File: src/rtl/countdown_ctrl.sv
// countdown_ctrl
//   Sequencer for a WIDTH-bit down-counter. A load value and repeat count are
//   accepted over a valid/ready handshake. A start request then runs one or
//   more countdown passes, which can be paused, aborted or reset.
//
// Ports
//   clk        in   1         system clock, all logic on posedge
//   rs         in   1         synchronous active-high reset
//   cfg_valid  in   1         cfg_load/cfg_reps valid
//   cfg_ready  out  1         configuration accepted (IDLE or ARMED)
//   cfg_load   in   WIDTH     start value of each countdown pass
//   cfg_reps   in   REPEAT_W  extra passes after the first (0 = single pass)
//   start      in   1         launch armed sequence (level, sampled per edge)
//   pause      in   1         freeze count while high
//   abort      in   1         cancel sequence, return to IDLE
//   q          out  WIDTH     current count value
//   rep_left   out  REPEAT_W  passes remaining after the current one
//   busy       out  1         high in RUN or HOLD
//   tick       out  1         1-cycle pulse: a pass reached terminal count
//   done       out  1         1-cycle pulse: final pass complete
module countdown_ctrl #(
  parameter int unsigned WIDTH    = 4,
  parameter int unsigned REPEAT_W = 4
) (
  input  logic                clk,
  input  logic                rs,
  input  logic                cfg_valid,
  output logic                cfg_ready,
  input  logic [WIDTH-1:0]    cfg_load,
  input  logic [REPEAT_W-1:0] cfg_reps,
  input  logic                start,
  input  logic                pause,
  input  logic                abort,
  output logic [WIDTH-1:0]    q,
  output logic [REPEAT_W-1:0] rep_left,
  output logic                busy,
  output logic                tick,
  output logic                done
);

  localparam logic [2:0] IDLE  = 3'd0;
  localparam logic [2:0] ARMED = 3'd1;
  localparam logic [2:0] RUN   = 3'd2;
  localparam logic [2:0] HOLD  = 3'd3;
  localparam logic [2:0] DONE  = 3'd4;

  localparam logic [WIDTH-1:0]    Q_ONE   = WIDTH'(1);
  localparam logic [REPEAT_W-1:0] REP_ONE = REPEAT_W'(1);

  logic [2:0]       state;
  logic [WIDTH-1:0] load_r;

  // Both outputs decode the registered state only, so they are glitch-free
  // and change on the same edge as the state itself.
  assign cfg_ready = (state == IDLE) || (state == ARMED);
  assign busy      = (state == RUN)  || (state == HOLD);

  always_ff @(posedge clk) begin
    if (rs) begin
      state    <= IDLE;
      q        <= '0;
      rep_left <= '0;
      load_r   <= '0;
      tick     <= 1'b0;
      done     <= 1'b0;
    end else begin
      // Strobes are pulses: cleared every edge unless re-raised below.
      tick <= 1'b0;
      done <= 1'b0;
      case (state)
        IDLE: begin
          // abort has no effect here, so a configuration still lands.
          if (cfg_valid) begin
            load_r   <= cfg_load;
            q        <= cfg_load;
            rep_left <= cfg_reps;
            state    <= ARMED;
          end
        end
        ARMED: begin
          // A configuration on the same edge as start wins; start is dropped.
          if (abort) begin
            q        <= '0;
            rep_left <= '0;
            state    <= IDLE;
          end else if (cfg_valid) begin
            load_r   <= cfg_load;
            q        <= cfg_load;
            rep_left <= cfg_reps;
          end else if (start) begin
            state <= RUN;
          end
        end
        RUN: begin
          if (abort) begin
            q        <= '0;
            rep_left <= '0;
            state    <= IDLE;
          end else if (pause) begin
            state <= HOLD;
          end else if (q != '0) begin
            q <= q - Q_ONE;
          end else if (rep_left != '0) begin
            tick     <= 1'b1;
            q        <= load_r;
            rep_left <= rep_left - REP_ONE;
          end else begin
            tick  <= 1'b1;
            done  <= 1'b1;
            state <= DONE;
          end
        end
        HOLD: begin
          if (abort) begin
            q        <= '0;
            rep_left <= '0;
            state    <= IDLE;
          end else if (!pause) begin
            state <= RUN;
          end
        end
        DONE: begin
          // q and rep_left are already zero here; re-clearing keeps abort and
          // normal exit identical.
          q        <= '0;
          rep_left <= '0;
          state    <= IDLE;
        end
        default: begin
          q        <= '0;
          rep_left <= '0;
          state    <= IDLE;
        end
      endcase
    end
  end

endmodule
File: config.mk
export PLATFORM = sky130hd
export DESIGN_NAME = countdown_ctrl
export DESIGN_NICKNAME = d
export VERILOG_FILES = /design/src/rtl/countdown_ctrl.sv
export SDC_FILE = /design/constraint.sdc
export NUM_CORES = 1
export LEC_CHECK = 0
export CORE_UTILIZATION = 52
export CTS_CLUSTER_DIAMETER = 40
export CTS_CLUSTER_SIZE = 10
export DETAILED_ROUTE_END_ITERATION = 8
export GPL_ROUTABILITY_DRIVEN = 0
export PLACE_DENSITY = 0.93
export SYNTH_ARGS = -nofsm -noshare
export SYNTH_HDL_FRONTEND = slang
export SYNTH_SLANG_ARGS = --single-unit
File: constraint.sdc
create_clock -name clk -period 2.8 [get_ports clk]
set_input_delay 0.56 -clock clk [delete_from_list [all_inputs] [get_ports clk]]
set_output_delay 0.56 -clock clk [all_outputs]
set_load 0.005 [all_outputs]
==> metrics.log, run 1 <==
[metrics] outcome: completed
[metrics] total power divided by cell area: 417 nW/µm²
[metrics] Core Area: 1960 µm²
[metrics] number of placed I/O pins: 26
[metrics] wire length of the first global-routing pass: 4.31 mm
[metrics] synthesis-stage register bit count: 17
[metrics] WL final: 2.79 mm
[metrics] Critical Path Sink Type: output port
[metrics] CP startpoint kind: flop
[metrics] CTS tree: done
[metrics] largest net degree at the start of global routing: 14
[metrics] count of buffers from port buffering: 25
[metrics] synthesized area per cell: roughly 7.6 µm²
[metrics] Primary FF master, synth: sky130_fd_sc_hd__dfxtp_1
[metrics] post-place setup slack: 375 ps
[metrics] count of placed standard cells including taps: 187
[metrics] min cycle time layout: ~2100 ps
[metrics] clock slew seen by the registers of the worst setup and hold paths: around 100 ps
[metrics] via count of the first global-routing pass: 977
[metrics] number of antenna violations at the first check in global routing: 0
[metrics] final setup TNS: 0 ps
[metrics] total number of nets in the final design: 182
[metrics] number of inserted diodes: 0
[metrics] post-cts gate resize count: 0
[metrics] number of DRC violations after detailed routing: 0
[metrics] async set-reset flop share out of synthesis: 0%
[metrics] fraction of layout cells with a size suffix above 1: 7.32%
[metrics] proportion of netlist area held by the largest area contributor: 31.2%
[metrics] critical path peak fanout: 13
[metrics] effective utilization at floorplan: between 50% and 60%
[metrics] class of the tightest hold or removal check: reg -> reg
[metrics] area of the mapped netlist: 1090 µm²
[metrics] total leakage power: ~0.00047 µW
[metrics] detailed-route vias per instance: about 6
[metrics] final routed wire length divided by cell count: 14.6 µm
[metrics] maximum ir drop on the vdd rail: 0.301 mV
[metrics] sum of overflow across all layers after global routing: 0
[metrics] Max Root-Sink Buffers: 2
[metrics] data arrival time at the worst-slack endpoint: about 1600 ps
[metrics] Max stage delay cell, worst path: sky130_fd_sc_hd__dfxtp_1
[metrics] CP delay by family, top: flip-flops
[metrics] number of hold-repair buffers added at the cts stage: 0
[metrics] Setup Viol. Count Final: 0
[metrics] clock latency of the later-clocked register in the worst-skew pair: 300 ps
[metrics] Mapped Nets: 161
[metrics] Max-cap violations: 0
[metrics] Worst path max stage delay: 540 ps
[metrics] worst slew margin relative to its limit: 50.5%
[metrics] number of buffers and inverters on the critical path: 1
[metrics] via count: 1168
[metrics] Layout Skew: 7.87 ps
[metrics] DRT iter0 DRCs: 66
[metrics] number of CTS-inserted buffers: 3
[metrics] largest cells by area after synthesis: sky130_fd_sc_hd__dfxtp_1, sky130_fd_sc_hd__nand2_1, sky130_fd_sc_hd__a21oi_1, sky130_fd_sc_hd__ha_1, sky130_fd_sc_hd__inv_1
[metrics] Detailed Place HPWL: 2.16 mm
[metrics] Die Height: 47.8 µm
[metrics] M2 GR Usage: 43.8%
[metrics] part of the cycle the worst path needs: 76.3%
[metrics] number of flops mapped to enable cells by yosys: 0
[metrics] number of buffers inserted to repair setup after CTS: 0
[metrics] Max Fclk: 468 MHz
[metrics] post-route non-filler standard cell count: between 150 and 200
[metrics] post-layout worst setup margin: 663 ps
[metrics] buffer type at the clock tree root: sky130_fd_sc_hd__clkbuf_4
[metrics] total global routing track utilization: a little over a quarter
[metrics] area grow syn2layout: 25.8%
[metrics] Pre-Repair DR Iteration Count: 4
[metrics] dominant cell type by area after synthesis: sky130_fd_sc_hd__dfxtp_1
[metrics] transition time at the pin with the least slew margin: about 740 ps
[metrics] critical path type: reg -> out
[metrics] Power, Total: roughly 570 µW
[metrics] count of distinct cell types in the synthesized netlist: 40
[metrics] gate count after technology mapping: 144
[metrics] GR met1 Demand/Resource: about a third
[metrics] global-route track usage on met3: between 3 and 4%
[metrics] final count of hold timing violations: 0
[metrics] count of clock tree sinks: 17
[metrics] cells traversed along the worst timing path: nor2b_1 > clkdlybuf4s50_1
[metrics] register area share after synthesis: 31.2%
[metrics] number of standard-cell rows in the floorplan: 16
[metrics] H-tree level count: 1
[metrics] setup repair after global routing missed its margin: no
[metrics] Synth warnings: 0
[metrics] final slew viol count: 0
[metrics] global routing's busiest layer: met2
[metrics] horizontal extent of the die: approximately 48 µm
[metrics] Total Die Area: ~2300 µm²
[metrics] critical path data required time: roughly 2200 ps
[metrics] number of nets with antenna violations after detailed routing: 0
[logic make-up (layout without fill, tap and decap cells)]
group           Yosys count  after routing  share of synthesized area, %
buf+inv                  21             41                          7.45
simple gates             59             59                          29.3
flops                    17             17                          31.2
compound gates           44             44                          28.6
fa+ha+maj                 3              3                          3.44
[layout make-up]
| type | count | area, µm² |
|---|---|---|
| well taps | 27 | 33.8 |
| inverters | 10 | 37.5 |
| repair buffers | 27 | 265 |
| flip-flops and latches | 17 | 340 |
| clock buffers | 4 | 26.3 |
| multi-input cells | 106 | 671 |
| fillers | 163 | 588 |
[routing by layer]
metal  part of all wire, %  vias to the layer above
met2                    49                       68
li1                      -                      565
met5                     0                        -
met3                   8.2                        5
met4                   1.3                        0
met1                    42                      530
[where the power goes]
| group | switching, µW | total, µW | leakage (µW) | internal [µW] |
|---|---|---|---|---|
| clock network | 78.8 | 134 | 0.0000150 | 55.6 |
| logic | 80.8 | 159 | 0.000318 | 78.2 |
| registers | 22.6 | 279 | 0.000139 | 257 |
| total | 182 | 573 | 0.000472 | 390 |
[synth_stat cells, types with 2 or more instances]
| master | n |
|---|---|
| sky130_fd_sc_hd__nor4b_1 | 3 |
| sky130_fd_sc_hd__dfxtp_1 | 17 |
| sky130_fd_sc_hd__nor3_1 | 7 |
| sky130_fd_sc_hd__o21ai_0 | 6 |
| sky130_fd_sc_hd__or4b_1 | 2 |
| sky130_fd_sc_hd__o2bb2ai_1 | 2 |
| sky130_fd_sc_hd__a2111oi_0 | 2 |
| sky130_fd_sc_hd__nand2_1 | 21 |
| sky130_fd_sc_hd__nor3b_2 | 2 |
| sky130_fd_sc_hd__clkbuf_1 | 9 |
| sky130_fd_sc_hd__o22ai_1 | 2 |
| sky130_fd_sc_hd__a21oi_1 | 12 |
| sky130_fd_sc_hd__a32oi_1 | 3 |
| sky130_fd_sc_hd__inv_1 | 10 |
| sky130_fd_sc_hd__o211ai_1 | 3 |
| sky130_fd_sc_hd__ha_1 | 3 |
| sky130_fd_sc_hd__a211oi_1 | 2 |
| sky130_fd_sc_hd__or3b_1 | 2 |
| sky130_fd_sc_hd__o221ai_1 | 3 |
| sky130_fd_sc_hd__buf_2 | 2 |
| sky130_fd_sc_hd__nor2_1 | 9 |
| sky130_fd_sc_hd__nand2b_1 | 2 |
| sky130_fd_sc_hd__and3_1 | 3 |
[per-stage QoR]
stage	hold WS (ps)	utilization, %	area [µm²]
6_report	465	70.0	1370
5_1_grt	491	70.0	1370
4_1_cts	465	70.0	1370
3_5_place_dp	451	68.7	1350
3_3_place_gp	452	68.7	1350
2_1_floorplan	437	-	1090
[placed cells by master (no fill, tap or decap), types with 2 or more instances in the layout]
cell type,instances
sky130_fd_sc_hd__nand2_1,21
sky130_fd_sc_hd__nor3b_2,2
sky130_fd_sc_hd__a21oi_1,12
sky130_fd_sc_hd__nor4b_1,3
sky130_fd_sc_hd__a2111oi_0,2
sky130_fd_sc_hd__o22ai_1,2
sky130_fd_sc_hd__clkdlybuf4s50_1,25
sky130_fd_sc_hd__buf_4,2
sky130_fd_sc_hd__clkbuf_4,3
sky130_fd_sc_hd__o2bb2ai_1,2
sky130_fd_sc_hd__a211oi_1,2
sky130_fd_sc_hd__o211ai_1,3
sky130_fd_sc_hd__or3b_1,2
sky130_fd_sc_hd__or4b_1,2
sky130_fd_sc_hd__and3_1,3
sky130_fd_sc_hd__o221ai_1,3
sky130_fd_sc_hd__inv_1,10
sky130_fd_sc_hd__o21ai_0,6
sky130_fd_sc_hd__nor2_1,9
sky130_fd_sc_hd__a32oi_1,3
sky130_fd_sc_hd__ha_1,3
sky130_fd_sc_hd__dfxtp_1,17
sky130_fd_sc_hd__nand2b_1,2
sky130_fd_sc_hd__nor3_1,7
[sequential cells by signal, summed over array words and instances (netlist names)]
register  count
done          1
load_r        4
q             4
rep_left      4
state         3
tick          1
[worst paths after layout]
kind / start / to / slack [ps] / depth (start not counted)
max reg2reg: state[1] / q[3] / 800 / 4
max: state[1] / busy / 660 / 2
min reg2reg: load_r[1] / load_r[1] / 460 / 2
min: load_r[1] / load_r[1] / 460 / 2
[worst reg2reg max path: cells and delay by family (launching register included)]
family          cells  cell delay [ps]
simple gates        1              660
flops               1              540
compound gates      3              720
Note: power is estimated with default switching activity, not from simulation.
==> inputs of run 2 (changes only) <==
--- a/config.mk
+++ b/config.mk
@@ -5,12 +5,12 @@
 export SDC_FILE = /design/constraint.sdc
 export NUM_CORES = 1
 export LEC_CHECK = 0
-export CORE_UTILIZATION = 52
+export CORE_UTILIZATION = 44
 export CTS_CLUSTER_DIAMETER = 40
 export CTS_CLUSTER_SIZE = 10
 export DETAILED_ROUTE_END_ITERATION = 8
 export GPL_ROUTABILITY_DRIVEN = 0
-export PLACE_DENSITY = 0.93
+export PLACE_DENSITY = 0.85
 export SYNTH_ARGS = -nofsm -noshare
 export SYNTH_HDL_FRONTEND = slang
 export SYNTH_SLANG_ARGS = --single-unit
==> constraint.sdc (replaced) <==
create_clock -name clk -period 1.8 [get_ports clk]
set_input_delay 0.36 -clock clk [delete_from_list [all_inputs] [get_ports clk]]
set_output_delay 0.36 -clock clk [all_outputs]
set_load 0.005 [all_outputs]
==> metrics.log, run 2 (synthesized netlist as in run 1, its figures left out) <==
[metrics] outcome: completed
[metrics] reg-to-reg critical path startpoint: rep_left[0]
[metrics] number of antenna violations at the first check in global routing: 0 (unchanged)
[metrics] clock latency of the later-clocked register in the worst-skew pair: 300 ps (about the same)
[metrics] wire length of the first global-routing pass: 5.43 mm (+26%)
[metrics] Die Height: 51.8 µm (+8.4%)
[metrics] count of placed standard cells including taps: 213 (+14%)
[metrics] most frequent cells in the layout: sky130_fd_sc_hd__buf_4, sky130_fd_sc_hd__clkdlybuf4s50_1, sky130_fd_sc_hd__nand2_1, sky130_fd_sc_hd__dfxtp_1, sky130_fd_sc_hd__a21oi_1
[metrics] sum of overflow across all layers after global routing: 0 (unchanged)
[metrics] critical path peak fanout: 7 (-6)
[metrics] total leakage power: 0.000609 µW (+29%)
[metrics] part of the cycle the worst path needs: approximately 97%
[metrics] fraction of layout cells with a size suffix above 1: 24.3% (+17 points)
[metrics] effective utilization at floorplan: 48.0% (-7.7 points)
[metrics] CP delay by family, top: buffers and inverters
[metrics] worst slew margin relative to its limit: 74.8% (+24 points)
[metrics] count of clock tree sinks: 17 (unchanged)
[metrics] via count of the first global-routing pass: 1291 (+32%)
[metrics] number of nets with antenna violations after detailed routing: 0 (unchanged)
[metrics] final routed wire length divided by cell count: 15.5 µm (+6.1%)
[metrics] total global routing track utilization: 27.2% (+0.75 points)
[metrics] H-tree level count: 1 (unchanged)
[metrics] transition time at the pin with the least slew margin: 378 ps (-360 ps)
[metrics] critical path type: reg -> out
[metrics] number of DRC violations after detailed routing: 0 (unchanged)
[metrics] via count: 1300 (+11%)
[metrics] data arrival time at the worst-slack endpoint: 1380 ps (-200 ps)
[metrics] final slew viol count: 0 (unchanged)
[metrics] multi-input gate area in the final layout: 716 µm² (+6.7%)
[metrics] CP startpoint kind: flop
[metrics] cells on worst reg2reg path: 7 (+3)
[metrics] Total Die Area: 2690 µm² (+17%)
[metrics] number of buffers and inverters on the critical path: 1 (unchanged)
[metrics] most common cell after layout, fill and taps aside: sky130_fd_sc_hd__buf_4
[metrics] number of buffers inserted to repair setup after CTS: 0 (unchanged)
[metrics] DRT iter0 DRCs: 72 (+9.1%)
[metrics] clock slew seen by the registers of the worst setup and hold paths: 110 ps (about the same)
[metrics] WL final: 3.37 mm (+21%)
[metrics] Layout Skew: 1.30 ps (-6.57 ps)
[metrics] reg-to-reg slack, setup: 100 ps (-700 ps)
[metrics] Worst path max stage delay: 570 ps (+30 ps)
[metrics] Filler cells: 172 (+5.5%)
[metrics] Max stage delay cell, worst path: sky130_fd_sc_hd__clkdlybuf4s50_1
[metrics] detailed-route vias per instance: 5.99 (-2.0%)
[metrics] Reg-to-Reg End: q[3]
[metrics] Top Registers: load_r (4), q (4), rep_left (4)
[metrics] count of buffers from port buffering: 25 (unchanged)
[metrics] number of placed I/O pins: 26 (unchanged)
[metrics] min cycle time layout: 1740 ps
[metrics] number of standard-cell rows in the floorplan: 17 (+1)
[metrics] post-place setup slack: -344 ps (-719 ps)
[metrics] Max Fclk: 574 MHz
[metrics] Hold Path Sink: load_r[2]
[metrics] Reg area: 340 µm² (unchanged)
[metrics] Critical Path Sink Type: output port
[metrics] total number of nets in the final design: 207 (+14%)
[metrics] total power divided by cell area: 619 nW/µm² (+49%)
[metrics] Pre-Repair DR Iteration Count: 4 (unchanged)
[metrics] post-layout worst setup margin: 56.8 ps (-606 ps)
[metrics] buffer type at the clock tree root: sky130_fd_sc_hd__clkbuf_4
[metrics] Max Root-Sink Buffers: 2 (unchanged)
[metrics] post-route non-filler standard cell count: 217 (+14%)
[metrics] Core Area: 2280 µm² (+16%)
[metrics] Detailed Place HPWL: 2.57 mm (+19%)
[metrics] maximum ir drop on the vdd rail: 0.545 mV (+81%)
[metrics] Setup Viol. Count Final: 0 (unchanged)
[metrics] class of the tightest hold or removal check: reg -> reg
[metrics] worst hold path depth: 2 (unchanged)
[metrics] critical path data required time: 1440 ps (-800 ps)
[metrics] CTS tree: done
[metrics] horizontal extent of the die: 51.8 µm (+8.4%)
[metrics] final count of hold timing violations: 0 (unchanged)
[metrics] largest net degree at the start of global routing: 12 (-2)
[metrics] area grow syn2layout: 47.1%
[metrics] Max-cap violations: 0 (unchanged)
[metrics] cells traversed along the worst timing path: clkdlybuf4s50_1
[metrics] number of CTS-inserted buffers: 3 (unchanged)
[metrics] setup repair after global routing missed its margin: no
[metrics] Hold Crit Start: load_r[2]
[metrics] number of inserted diodes: 0 (unchanged)
==> run 2: stage by stage <==
step / instance area, µm² / total power, µW / util, % / hold WS, ps / TNS (ps)
2_1_floorplan: 1090 / 584 / - / 437 / 0
3_3_place_gp: 1540 / 737 / 67.5 / 452 / -1860
3_5_place_dp: 1540 / 753 / 67.5 / 460 / -2580
4_1_cts: 1570 / 974 / 69.0 / 477 / 0
5_1_grt: 1610 / 1040 / 70.6 / 496 / 0
6_report: 1610 / 995 / 70.6 / 472 / 0
==> run 2: worst max path at each step <==
| stage | slack [ps] | depth (start not counted) | to | start |
|---|---|---|---|---|
| finish | 60 | 1 | rep_left[2] | rep_left[2] |
| global route | 4 | 5 | q[0] | q[0] |
| CTS | 40 | 6 | rep_left[2] | q[0] |
| detailed placement | -340 | 6 | q[3] | abort |
| global placement | -240 | 6 | q[3] | abort |
| floorplan | 60 | 7 | rep_left[2] | q[0] |
==> run 2: what timing repair did <==
action | in CTS | in global routing
resized for setup | 5 | 8
hold buffers | 0 | 0
pin swaps | 0 | 1
endpoints found under the setup margin | 7 | 8
==> run 2: cell type report <==
cell class | instances | share of cell area [%]
clock buffer | 3 | 1.40
tap | 28 | 2.18
clock inverter | 1 | 0.312
inverter | 10 | 2.34
multi-input combinational | 106 | 44.5
sequential | 17 | 21.2
timing repair buffer | 52 | 28.0
==> run 2: tightest hold or removal path: stages, from the launching register on <==
cell and delay (ps):
sky130_fd_sc_hd__dfxtp_1 330, sky130_fd_sc_hd__nand2_1 50, sky130_fd_sc_hd__a21oi_1 50
==> run 2: report_power, final <==
part | switching (µW) | internal (µW)
logic | 173 | 182
clock network | 139 | 83.1
registers | 18.4 | 399
total | 330 | 664
==> run 2: layer usage <==
layer / routed length (µm) / GRT usage (%)
met2: 1680 / 47.4
met4: 59 / 13.1
met3: 242 / 3.80
met1: 1390 / 32.3
met5: 0 / 0
==> inputs of run 3 (changes only) <==
--- a/config.mk
+++ b/config.mk
@@ -5,12 +5,12 @@
 export SDC_FILE = /design/constraint.sdc
 export NUM_CORES = 1
 export LEC_CHECK = 0
-export CORE_UTILIZATION = 44
+export CORE_UTILIZATION = 40
 export CTS_CLUSTER_DIAMETER = 40
 export CTS_CLUSTER_SIZE = 10
 export DETAILED_ROUTE_END_ITERATION = 8
 export GPL_ROUTABILITY_DRIVEN = 0
-export PLACE_DENSITY = 0.85
+export PLACE_DENSITY = 0.74
 export SYNTH_ARGS = -nofsm -noshare
 export SYNTH_HDL_FRONTEND = slang
 export SYNTH_SLANG_ARGS = --single-unit
==> metrics.log, run 3 (synthesized netlist as in run 1, its figures left out) <==
[metrics] total number of nets in the final design: 207 (unchanged)
[metrics] area grow syn2layout: 49.6%
[metrics] critical path peak fanout: 9 (+2)
[metrics] via count of the first global-routing pass: 1163 (-9.9%)
[metrics] WL final: 3.29 mm (-2.2%)
[metrics] detailed-route vias per instance: 5.66 (-5.5%)
[metrics] data arrival time at the worst-slack endpoint: 1410 ps (+30 ps)
[metrics] number of antenna violations at the first check in global routing: 0 (unchanged)
[metrics] CTS tree: done
[metrics] total leakage power: 0.000616 µW (+1.2%)
[metrics] CP delay by family, top: buffers and inverters
[metrics] count of clock tree sinks: 17 (unchanged)
[metrics] class of the tightest hold or removal check: reg -> reg
[metrics] Filler cells: 212 (+23%)
[metrics] cells traversed along the worst timing path: clkdlybuf4s50_1
[metrics] fraction of layout cells with a size suffix above 1: 26.5% (+2.1 points)
[metrics] number of buffers and inverters on the critical path: 1 (unchanged)
[metrics] transition time at the pin with the least slew margin: 386 ps (+7.75 ps)
[metrics] Core Util, Final: 64.8% (-5.8 points)
[metrics] Pre-Repair DR Iteration Count: 4 (unchanged)
[metrics] sum of overflow across all layers after global routing: 0 (unchanged)
[metrics] total power divided by cell area: 610 nW/µm² (-1.5%)
[metrics] largest net degree at the start of global routing: 12 (unchanged)
[metrics] min cycle time layout: 1770 ps (+22.4 ps)
[metrics] horizontal extent of the die: 54.3 µm (+4.7%)
[metrics] number of standard-cell rows in the floorplan: 18 (+1)
[metrics] DRT iter0 DRCs: 27 (-63%)
[metrics] critical path data required time: 1440 ps (about the same)
[metrics] maximum ir drop on the vdd rail: 0.439 mV (-20%)
[metrics] Top Registers: load_r (4), q (4), rep_left (4)
[metrics] clock slew seen by the registers of the worst setup and hold paths: 110 ps (about the same)
[metrics] number of placed I/O pins: 26 (unchanged)
[metrics] number of CTS-inserted buffers: 3 (unchanged)
[metrics] post-route non-filler standard cell count: 219 (+0.92%)
[metrics] most frequent cells in the layout: sky130_fd_sc_hd__buf_4, sky130_fd_sc_hd__clkdlybuf4s50_1, sky130_fd_sc_hd__nand2_1, sky130_fd_sc_hd__dfxtp_1, sky130_fd_sc_hd__a21oi_1
[metrics] effective utilization at floorplan: 43.3% (-4.7 points)
[metrics] Max Root-Sink Buffers: 2 (unchanged)
[metrics] Core Area: 2520 µm² (+11%)
[metrics] wire length of the first global-routing pass: 5.26 mm (-3.1%)
[metrics] Total Die Area: 2940 µm² (+9.6%)
[metrics] outcome: completed
[metrics] buffer type at the clock tree root: sky130_fd_sc_hd__clkbuf_4
[metrics] number of DRC violations after detailed routing: 0 (unchanged)
[metrics] number of inserted diodes: 0 (unchanged)
[metrics] via count: 1240 (-4.6%)
[metrics] Max-cap violations: 0 (unchanged)
[metrics] H-tree level count: 1 (unchanged)
[metrics] Die Height: 54.3 µm (+4.7%)
[metrics] worst slew margin relative to its limit: 73.9% (-0.88 points)
[metrics] Critical Path Sink Type: output port
[metrics] count of placed standard cells including taps: 214 (+0.47%)
[metrics] Max stage delay cell, worst path: sky130_fd_sc_hd__clkdlybuf4s50_1
[metrics] Power, Total: 997 µW (+0.21%)
[metrics] CP startpoint kind: flop
[metrics] critical path type: reg -> out
[metrics] part of the cycle the worst path needs: 98.1% (+1.2 points)
[metrics] clock latency of the later-clocked register in the worst-skew pair: 310 ps (about the same)
[metrics] Worst path max stage delay: 560 ps (about the same)
[metrics] most common cell after layout, fill and taps aside: sky130_fd_sc_hd__buf_4
[metrics] Detailed Place HPWL: 2.44 mm (-5.0%)
[metrics] total global routing track utilization: 24.9% (-2.3 points)
[metrics] Layout Skew: 6.05 ps (+4.75 ps)
[metrics] final count of hold timing violations: 0 (unchanged)
[metrics] number of nets with antenna violations after detailed routing: 0 (unchanged)
[metrics] count of buffers from port buffering: 25 (unchanged)
[metrics] Max Fclk: 566 MHz (-1.3%)
[metrics] final slew viol count: 0 (unchanged)
[metrics] Setup Viol. Count Final: 0 (unchanged)
[metrics] final routed wire length divided by cell count: 15.0 µm (-3.1%)
[run 3: worst paths after layout]
path	slack (ps)	endpoint	start	depth (start not counted)
worst min-delay path	470	load_r[2]	load_r[2]	2
worst min register to register	470	load_r[2]	load_r[2]	2
worst max register to register	80	q[3]	q[0]	6
worst max-delay path	30	q[2]	q[2]	1
[run 3: report_power, final]
part | switching [µW] | leakage, µW | internal, µW
Sequential | 27.9 | 0.000140 | 400
Combinational | 163 | 0.000461 | 187
Clock | 133 | 0.0000150 | 86.6
[run 3: per-layer routing]
metal / share of wire, % / vias up / track usage (%)
li1: - / 615 / -
met1: 43 / 573 / 30.9
met2: 51 / 48 / 42.7
met3: 5.2 / 4 / 3.89
met4: 0.94 / 0 / 9.40
met5: 0 / - / 0
[run 3: stage by stage]
stage               setup TNS, ps  cell area (µm²)  hold WS (ps)  setup slack [ps]
finish                          0             1630           472              34.4
global route                -24.9             1630           506             -21.9
CTS                             0             1590           481              12.3
detailed placement          -2220             1530           467              -262
global placement            -1740             1530           456              -208
floorplan                       0             1090           437              59.5
[run 3: final cells by class]
type | count | area, µm² | share of cell area [%]
Inverter | 10 | 37.5 | 2.30
Multi-Input combinational cell | 106 | 737 | 45.1
Tap cell | 30 | 37.5 | 2.30
Clock buffer | 4 | 26.3 | 1.61
Sequential cell | 17 | 342 | 20.9
Timing Repair Buffer | 52 | 454 | 27.8
[run 3: repair_timing]
action,in CTS,in global routing
setup endpoints to repair,8,8
buffers inserted,0,1
resized for setup,7,12
hold buffers,0,0
pin swaps,0,1
